--- src/rtl/fp_xfer.sv ---
// fp_xfer: operand transfer sequencer between micro-sequencer and F-PA.
// Loads T from three W words and streams T back over ZP as 3 or 4 words.
module fp_xfer #(
   parameter bit CLR_T = 1'b1
) (
   input  logic        clk_sys,
   input  logic        rst_,
   input  logic        cmd_valid,
   output logic        cmd_ready,
   input  logic        cmd_op,
   input  logic        cmd_flags,
   input  logic        win_valid,
   output logic        win_ready,
   input  logic [0:15] win_data,
   output logic        wout_valid,
   input  logic        wout_ready,
   output logic [0:15] wout_data,
   input  logic        exp_we,
   input  logic [0:7]  exp_in,
   output logic [0:7]  exp,
   output logic [0:15] w,
   output logic        lkb,
   output logic        f9,
   output logic        opta,
   output logic        optb,
   output logic        optc,
   output logic        taa,
   output logic        tab,
   output logic        trb,
   output logic        strob_fp,
   output logic        _0_t,
   output logic        zpa,
   output logic        zpb,
   output logic        _0_zp,
   input  logic [0:15] zp,
   output logic [0:7]  d,
   output logic        done
);

   typedef enum logic [2:0] {
      IDLE, L_CLR, L_W, L_S, S_SEL, S_OUT, DONE
   } state_t;

   state_t     state;
   logic [1:0] idx;
   logic       flg;

   assign cmd_ready = (state == IDLE);
   assign d = exp;

   // Sequencer; every F-PA control line is a registered output.
   always_ff @(posedge clk_sys or negedge rst_) begin
      if (!rst_) begin
         state      <= IDLE;
         idx        <= 2'd0;
         flg        <= 1'b0;
         exp        <= '0;
         w          <= '0;
         wout_data  <= '0;
         opta       <= 1'b0;
         optb       <= 1'b0;
         optc       <= 1'b0;
         strob_fp   <= 1'b0;
         _0_t       <= 1'b0;
         lkb        <= 1'b0;
         f9         <= 1'b0;
         zpa        <= 1'b0;
         zpb        <= 1'b0;
         wout_valid <= 1'b0;
         win_ready  <= 1'b0;
         done       <= 1'b0;
         taa        <= 1'b1;
         tab        <= 1'b1;
         trb        <= 1'b1;
         _0_zp      <= 1'b1;
      end else begin
         unique case (state)
            IDLE: begin
               if (exp_we) exp <= exp_in;
               if (cmd_valid) begin
                  idx <= 2'd0;
                  flg <= cmd_flags;
                  if (cmd_op) begin
                     state      <= S_SEL;
                     _0_zp      <= 1'b0;
                     {zpb, zpa} <= 2'b00;
                  end else if (CLR_T) begin
                     state <= L_CLR;
                     _0_t  <= 1'b1;
                  end else begin
                     state     <= L_W;
                     win_ready <= 1'b1;
                  end
               end
            end
            L_CLR: begin
               _0_t      <= 1'b0;
               win_ready <= 1'b1;
               state     <= L_W;
            end
            L_W: begin
               if (win_valid && win_ready) begin
                  w               <= win_data;
                  lkb             <= 1'b1;
                  f9              <= 1'b0;
                  {taa, tab, trb} <= 3'b000;
                  opta            <= (idx == 2'd0);
                  optb            <= (idx == 2'd1);
                  optc            <= (idx == 2'd2);
                  if (idx == 2'd2) exp <= win_data[8:15];
                  win_ready       <= 1'b0;
                  strob_fp        <= 1'b1;
                  state           <= L_S;
               end
            end
            L_S: begin
               // T latches on this falling strobe; selects stay put.
               strob_fp <= 1'b0;
               if (idx == 2'd2) begin
                  state <= DONE;
                  done  <= 1'b1;
               end else begin
                  idx       <= idx + 2'd1;
                  win_ready <= 1'b1;
                  state     <= L_W;
               end
            end
            S_SEL: begin
               if (idx == 2'd2) wout_data <= {zp[0:7], exp};
               else wout_data <= zp;
               _0_zp      <= 1'b1;
               wout_valid <= 1'b1;
               state      <= S_OUT;
            end
            S_OUT: begin
               if (wout_ready) begin
                  wout_valid <= 1'b0;
                  if (idx < 2'd2 || (idx == 2'd2 && flg)) begin
                     idx        <= idx + 2'd1;
                     {zpb, zpa} <= idx + 2'd1;
                     _0_zp      <= 1'b0;
                     state      <= S_SEL;
                  end else begin
                     state <= DONE;
                     done  <= 1'b1;
                  end
               end
            end
            DONE: begin
               done            <= 1'b0;
               opta            <= 1'b0;
               optb            <= 1'b0;
               optc            <= 1'b0;
               lkb             <= 1'b0;
               f9              <= 1'b0;
               {taa, tab, trb} <= 3'b111;
               {zpb, zpa}      <= 2'b00;
               _0_zp           <= 1'b1;
               state           <= IDLE;
            end
            default: state <= IDLE;
         endcase
      end
   end

endmodule

--- config.mk ---
export PLATFORM = sky130hd
export DESIGN_NAME = fp_xfer
export DESIGN_NICKNAME = d
export VERILOG_FILES = /design/src/rtl/fp_xfer.sv
export SDC_FILE = /design/constraint.sdc
export NUM_CORES = 1
export LEC_CHECK = 0
export ABC_CLOCK_PERIOD_IN_PS = 3450
export CAP_MARGIN = 20
export CORE_ASPECT_RATIO = 0.7
export CORE_MARGIN = 1.5
export CORE_UTILIZATION = 46
export CTS_CLUSTER_SIZE = 24
export DETAILED_ROUTE_END_ITERATION = 10
export GPL_ROUTABILITY_DRIVEN = 1
export PLACE_DENSITY = 0.95
export SETUP_SLACK_MARGIN = 0.05
export SLEW_MARGIN = 20
export SYNTH_ARGS = -nofsm -noshare
export SYNTH_HDL_FRONTEND = slang
export SYNTH_SLANG_ARGS = --single-unit
--- constraint.sdc ---
create_clock -name clk_sys -period 3.45 [get_ports clk_sys]
set_input_delay 0.69 -clock clk_sys [delete_from_list [all_inputs] [get_ports clk_sys]]
set_output_delay 0.69 -clock clk_sys [all_outputs]
set_load 0.02 [all_outputs]
==> metrics.md <==
| Metric | Value |
|---|---|
| TritonRoute pass-1 iters | 4 |
| Worst-Skew Late Latency | 0.35 ns |
| Total gr overflow | 0 |
| Final min period | 2.779 ns |
| Worst slew margin | 50.28% |
| Rows | 23 |
| Top post-synthesis cells by area | dfrtp_1 (52%), mux2_2 (11%), mux2i_1 (4.0%), buf_4 (3.0%), a21oi_1 (2.5%) |
| PD cells | 1002 mW/mm^2 |
| Synth Flop Type | dfrtp_1 |
| FF-to-FF Start | state[2] |
| Avg Cell Area, Syn | 12.00 sq um |
| Cell count after synthesis | 230 |
| Die X-Extent | between 90 and 100 um |
| Worst-path clk slew | 0.07 ns |
| Worst vdd ir | 0.6169 mV |
| Largest net degree at the start of global routing | 51 |
| Status | finished, final reports clean |
| CTS sink count | roughly 60 |
| Post-route cell area | 0.004040 sq mm |
| Finished Layout Cells | 411 |
| Register area | 0.001479 sq mm |
| P_leak | roughly 1.7 nW |
| Post-Route WL | approximately 7000 um |
| Hpwl dp | slightly above 5000 um |
| Routability cong. | around 0.88 |
| IO buf count | around 110 |
| Top-count cell post-synth | dfrtp_1 |
| Via count | ~2,200 |
| Final Power | approximately 4.0 mW |
| Startpoint Class | register |
| Placed instance area | 0.003836 sq mm |
| Async SR Flop Fraction | 100.0% |
| Final Max Tran Viols | 0 |
| Distinct cells, synth | 47 |
| Crit. Startpoint | state[0] |
| Diodes inserted | 0 |
| Top cells by count, synth | dfrtp_1 (57), mux2_2 (27), nor2_1 (16) |
| Max FO, Critical Path | 21 |
| Fillers | 426 |
| Post-Syn Nets | roughly 280 |
| Ys Warns | 0 |
| Die area | 0.006479 sq mm |
| Core area | 0.005756 sq mm |
| Final #Nets | 383 |
| # resized after CTS | 0 |
| FMAX | 359.8 MHz |
| CP Class | register to output pin |
| Setup_tns | 0 ns |
| Finished Core Util | 70.20% |
| Clk buf depth | 2 |
| Initial antenna violation count | 0 |
| Area grow syn2layout | 46.44% |
| CTS Hold Buffers Added | 0 |
| GRT Total Usage | around 22% |
| Worst EP arrival | 2.09 ns |
| Initial DRC Count | 67 |
| Synth Register Bits | 59 |
| Final setup viols | 0 |
| Cell area after synthesis | 0.002759 sq mm |
| Worst-margin pin slew | 0.7458 ns |
| Required time worst endpoint | 2.76 ns |
| First-pass GRT wire length | between 10,000 and 15,000 um |
| CP Capture Type | output pin |
| Vias in the first global route | 2,095 |
| # IOs | 113 |
| Setup WS post-layout | 0.6707 ns |
| Post-synth EDFFs | 0 |
| Seq/Total Area, Yosys | 53.61% |
| Post-CTS Setup Bufs | 0 |
| Inst Count DP | slightly below 400 |
| Final Hold Viols | 0 |
| Post-route ant nets | 0 |
| Synth top area share | 51.70% |
| Avg WL per Cell | about 17 um |
| Max Cap Viol | 0 |
| # DRC | 0 |
| Area taken by multi-input logic gates | around 0.0011 sq mm |
| TritonCTS clock tree | built |
| Class of the worst hold path | input pin to async pin |
| Dominant cell type by area after synthesis | dfrtp_1 |
| Share of cells above drive strength 1 | 16.67% |
| H-tree depth | 3 |
| Pre-CTS WS | 0.9374 ns |
| Final period util | 80.56% |
| Starting Density | a little under half |
| Worst clock skew | roughly 0.004 ns |
| Final hold slack | 0.3606 ns |
| Vias per cell | 5.231 |
| Unrepaired setup endpoints after global routing | no |
| Die Y | 67.80 um |
| Root Driver | clkbuf_8 |
| Cts bufs inserted | 9 |
[final cells by class]
type                    instances  area share [%]
inverters                       6          0.5574
multi-input cells             141           27.35
clock buffers                  11           3.747
well taps                      75           2.323
repair buffers                115           28.18
clock inverters                 4           1.239
flip-flops and latches         59           36.61
[per-layer routing]
layer / GRT usage (%) / wire length (um) / share of wire, % / vias up
met5: 0 / 0 / 0 / -
met4: 8.640 / 152 / 2.2 / 0
met3: 12.16 / 673 / 9.8 / 16
met2: 32.39 / 3074 / 45 / 97
met1: 27.39 / 2984 / 43 / 1017
li1: - / - / - / 1020
[cells by family after synthesis]
logic type | Yosys count | synth area share (%)
DFF | 59 | 53.61
AOI/OAI and AO/OA | 53 | 14.24
and+or+nand+nor | 45 | 8.798
muxes | 38 | 15.01
buffers and inverters | 30 | 6.530
adders and majority gates | 3 | 1.361
other | 1 | 0.1359
xor gates and xnor gates | 1 | 0.3175
[layout by cell type (no fill, tap or decap), types with 2 or more instances in the layout]
cell and instances:
a211oi_1 2, a21o_1 3, a21oi_1 14, a2bb2oi_1 8, a31oi_1 2, and2_1 2, and2b_1 2, buf_4 5
clkbuf_8 11, clkdlybuf4s50_1 110, clkinvlp_4 2, dfrtp_1 57, dfstp_2 2, ha_1 3, inv_1 6, mux2_2 27
mux2i_1 11, nand2_1 9, nand2b_1 2, nand3_1 3, nor2_1 16, nor2b_1 2, o2111ai_1 2, o21ai_0 2
o22ai_1 9, o2bb2ai_1 2
[critical path, cell delays in order (launching register included)]
cell and delay, ns:
dfrtp_1 0.65, nor3_1 0.42, clkdlybuf4s50_1 0.67
[power by group]
group	switching [mW]	total [mW]	internal, mW
clock	0.277	0.644	0.367
combinational	1.00	2.06	1.06
sequential	0.314	1.34	1.03
total	1.59	4.05	2.46
[flip-flops by register name (all words and copies together), names as in the netlist, 2 cells and up]
register   flops
wout_data     16
d              8
state          3
idx            2
w             16
[path summary, 6_finish.rpt]
check	endpoint	slack, ns	depth (start not counted)
worst min register to register	wout_valid	0.48	1
worst max-delay path	cmd_ready	0.67	2
worst max register to register	wout_data[7]	1.23	4
worst min-delay path	wout_data[3]	0.36	1
min in group clk_sys	wout_valid	0.48	1
max in group asynchronous	d[7]	2.49	2
(Power assumes the default switching activity.)
==> variant 1, RTL diff (same settings) <==
Make the reset (`rst_`) synchronous in one clocked block.
--- a/src/rtl/fp_xfer.sv
+++ b/src/rtl/fp_xfer.sv
@@ -51,3 +51,3 @@
    // Sequencer; every F-PA control line is a registered output.
-   always_ff @(posedge clk_sys or negedge rst_) begin
+   always_ff @(posedge clk_sys) begin
       if (!rst_) begin
Formal check against the unedited RTL: differs if rst_ is asserted again (counterexample within 4 cycles, from zero or initial values and one cycle with rst_ low); with rst_ held inactive, the same outputs for 4 cycles.
==> variant 1 against the original RTL <==
  * Design area fell by 2.4%
  * Cell count rose by 18%
  * Setup slack improved by 160 ps
  * Routed wire length fell by 0.89%
  * Synthesized area fell by 1.1%
  * Sequential cell count did not move
  * Sequential share of layout area fell by 6.6 points
  * Hold slack improved by 90 ps
  * Synthesized cell count rose by 36%
  * Die area fell by 1.1%
  * Critical path type unchanged
  * Critical endpoint unchanged
Power is not compared: it rests on default switching activity, and its combinational part moved more than twofold at a synthesized area within 25%.
==> variant 1: results (changes against the original RTL) <==
final.setup_skew_ps: 5.371  # +1.307 ps
viasPerCell: 5.221  # -0.19%
dp_cells: 470  # +19%
avgRoutedWirePerCell_um: 14.10  # -16%
place.gp.congestion: 0.8715  # -0.89%
synth_most_common_cell: "nand2_1"
layout.nonclk_buf_share_pct: 29.01  # +0.82 points
multi_input_cells: 218  # +55%
worst_pin_slew_ps: 906.6  # +160.8 ps
yosysTopAreaCell: "dfxtp_1"
hold_path.class: "flip-flop to flip-flop"
grt_max_degree: 37  # -27%
syn_avg_cell_area_um2: 8.714  # -27%
drtIter0Drc: 102  # +52%
ff_latch_area_mm2: 0.001181  # -20%
insertion_delay_ps: 330  # -20 ps
ff2ff_path_depth: 5  # +1
ys_top_cells_by_area: "dfxtp_1, nand2_1, a21boi_0"
synthArstFlopShare_pct: 0  # -100 points
root_buffer: "clkbuf_8"
grt_pass1_vias: 2316  # +11%
crit_fanout: 23  # +9.5%
postPlaceCellArea_mm2: 0.003776  # -1.6%
nets: 457  # +19%
syn_nets: 364  # +30%
die_x_um: 95.04  # -0.55%
routed_wl_mm: 6.824  # -0.89%
n_fill_cell: 468  # +9.9%
multi_input_area_mm2: 0.001350  # +22%
non_clock_buffer_count: 116  # +0.87%
clock_area_share_pct: 4.221  # -0.77 points
synthTopCellsByCount: "nand2_1, dfxtp_1, a21boi_0, o211a_1"
yosysSeqAreaShare_pct: 43.30  # -10 points
nNonClkInverters: 2  # -4
dp_hpwl_mm: 5.030  # -0.12%
status: "complete, no violations"
grt_pass1_wl_mm: 10.85  # +4.3%
grt_use_total_pct: 22.06  # -0.12 points
antenna_found_initial: 0  # unchanged
synth_cell_types: 42  # -11%
==> variant 1: cell types whose count changed after synthesis, sizes merged, moves of 8 or more <==
| cell | delta |
|---|---|
| o211a | +18 |
| a2bb2oi | -8 |
| nor2 | -10 |
| o21ai | +9 |
| nand2 | +68 |
| a21oi | -11 |
| dfrtp | -57 |
| mux2 | -27 |
| nand3 | +10 |
| dfxtp | +59 |
| a21boi | +25 |
==> variant 1: final timing paths <==
path	start	slack, ps	endpoint
setup reg to reg	state[1]	1390	optb
hold / removal	lkb	450	lkb
hold reg to reg	lkb	450	lkb
setup / recovery	state[1]	830	cmd_ready
==> variant 1: layer usage <==
layer	part of all wire, %	vias to the layer above	track usage, %
met5	0	-	0
met2	48	89	38.13
met4	0.44	0	3.918
li1	-	1260	-
met3	7.6	5	7.658
met1	44	1173	26.97
==> variant 1: through the flow <==
stage	setup slack, ps	util (%)
finish	827.5	68.84
detailed placement	1159	65.94
global placement	1217	65.94
CTS	828.6	68.84
floorplan	1581	-
global route	730.3	68.84
==> variant 1: worst max-delay path, delay by kind of cell (launching register included) <==
family,cells,cell delay (ps)
and+or+nand+nor,1,410
DFF,1,520
buffers and inverters,1,680
==> variant 1: cell families after synthesis <==
kind of cell,after synthesis,share of synthesized area [%]
AND/OR/NAND/NOR,127,21.97
AO/OA/AOI/OAI,76,22.02
flip-flops,59,43.30
buffers and inverters,36,7.202
multiplexers,10,3.670
adder cells (fa/ha/maj),3,1.376
other,1,0.1375
XOR/XNOR,1,0.3212
==> variant 1: power by group <==
group          switching (mW)  internal, mW
registers              0.0463         0.728
clock network           0.248         0.288
logic                   0.214         0.219
==> variant 2, RTL diff (config.mk and constraints unchanged) <==
Made on the original files. The parameter `CLR_T` goes from 1'b1 to 1'b0.
--- a/src/rtl/fp_xfer.sv
+++ b/src/rtl/fp_xfer.sv
@@ -3,3 +3,3 @@
 module fp_xfer #(
-   parameter bit CLR_T = 1'b1
+   parameter bit CLR_T = 1'b0
 ) (
Behaviour: not the same (a bounded check fails within 4 cycles, from zero or initial values and one cycle with rst_ low).
==> variant 2 against the original RTL <==
  * Clock power hardly changed
  * Largest power group unchanged
  * Design area is 2.8% lower
  * Setup slack better by 300 ps
  * Routed wire length is 0.46% lower
  * Global-route usage is 2.2 points higher
  * Synthesized area is 4.4% lower
  * Total power is 5.3% lower
  * Sequential cell count is 1 lower
==> variant 2: results (changes against the original RTL) <==
cts.path.max_buffers: 2  # unchanged
grt_max_degree: 37  # -27%
yosys_warnings: 0  # unchanged
cts-resized-gates: 0  # unchanged
final.setup_skew_ps: 9.652  # +5.588 ps
diodes: 0  # unchanged
cts_setup_buffers: 0  # unchanged
synthTopCellsByCount: "dfrtp_1, mux2_2, nand2_1, buf_4, nor2_1"
leakage_nw: 1.607  # -2.8%
drtIter0Drc: 90  # +34%
status: "complete, no violations"
grt_use_total_pct: 24.34  # +2.2 points
place.gp.congestion: 0.8289  # -5.7%
drt-pass1-iter-count: 4  # unchanged
synth_mux_area_share_pct: 14.10  # -0.92 points
antenna_found_initial: 0  # unchanged
insertion_delay_ps: 330  # -20 ps
hold_slack_ps: 458.1  # +97.48 ps
avgRoutedWirePerCell_um: 16.92  # +1.0%
drive_above_1_share_pct: 16.22  # -0.45 points
ys_top_cells_by_area: "dfrtp_1, mux2_2, buf_4"
cts_buffers: 9  # unchanged
grt_pass1_wl_mm: 11.16  # +7.3%
holdBufCountCts: 0  # unchanged
worst_pin_slew_ps: 879.2  # +133.4 ps
synth_compound_area_share_pct: 14.19  # -0.050 points
yosysSeqAreaShare_pct: 55.15  # +1.5 points
hold_path.class: "primary input to asynchronous set/reset pin"
ff2ff_path_depth: 4  # unchanged
synth_xor_area_share_pct: 0  # -0.32 points
regToRegStartpoint: "state[1]"
grt.overflow.total: 0  # unchanged
synth_ff_type: "dfrtp_1"
io_buffers: 110  # -0.90%
n_fill_cell: 388  # -8.9%
dr_total_vias: 2153  # +0.14%
synthAdderAreaFrac_pct: 1.424  # +0.063 points
timing.reg2reg.setup_slack_ps: 1060  # -170 ps
h-tree-depth: 3  # unchanged
nets: 379  # -1.0%
root_buffer: "clkbuf_8"
synth_cell_types: 39  # -17%
rr_endpoint: "w[8]"
ir_drop_uv: 527.2  # -15%
path_clk_slew_ps: 60
dp_hpwl_mm: 5.046  # +0.21%
crit_fanout: 20  # -4.8%
synthArstFlopShare_pct: 100.0  # unchanged
grt_pass1_vias: 2287  # +9.2%
-- variant 2: cell types whose count changed in the layout (fill, tap and decap cells not counted), moves of 2 or more --
cell / change
and2_1: -2
mux2_2: -2
o2bb2ai_1: -2
clkinvlp_4: -2
nor3b_1: +2
nand2_1: +7
a32o_1: +2
nor2_1: -3
o2111ai_1: -2
mux2i_1: -2
clkbuf_1: +2
a21oi_1: -3
o21ai_0: +6
-- variant 2: how the worst max path moves through the flow --
stage,from,end,cells after the start
6_report,state[0],cmd_ready,3
5_1_grt,state[1],optb,6
4_1_cts,state[0],cmd_ready,3
3_5_place_dp,win_valid,w[10],3
3_3_place_gp,win_valid,d[7],5
2_1_floorplan,state[0],cmd_ready,3
-- variant 2: cells by family after synthesis --
| kind of cell | Yosys count |
|---|---|
| flops | 58 |
| compound gates | 52 |
| simple gates | 46 |
| mux | 34 |
| buf+inv | 31 |
| fa+ha+maj | 3 |
| other cells | 1 |
-- variant 2: worst max-delay path: stages (launching register included) --
cell             delay (ps)
dfrtp_1                 400
buf_4                   210
nor3_1                  210
clkdlybuf4s50_1         640
-- variant 2: stage by stage --
stage	instances	setup WS, ps	util (%)	area [um2]
after CTS	405	970.0	73.19	3929
after global routing	405	840.0	73.19	3929
after global placement	389	1045	69.32	3721
final	405	973.5	73.19	3929
after floorplan	226	1510	-	2640
after detailed placement	389	964.9	69.32	3721
-- variant 2: area by class of cell --
cell class	instances	area [um2]	area share [%]
clock inverter	2	35.03	0.8917
timing repair buffer	116	1141	29.04
sequential	58	1454	37.01
multi-input combinational	137	1013	25.80
tap	72	90.09	2.293
clock buffer	14	172.7	4.395
inverter	6	22.52	0.5732
-- variant 2: routing by layer --
| metal | up-vias | track usage [%] | wire [um] | share of wire [%] |
|---|---|---|---|---|
| li1 | 993 | - | - | - |
| met4 | 0 | 9.659 | 91 | 1.3 |
| met3 | 8 | 9.770 | 659 | 9.6 |
| met5 | - | 0 | 0 | 0 |
| met2 | 102 | 39.67 | 3329 | 49 |
| met1 | 1050 | 28.87 | 2772 | 40 |
-- variant 2: power by group --
part	internal, mW	switching [mW]
Sequential	1.00	0.241
Clock	0.392	0.251
Combinational	0.994	0.953
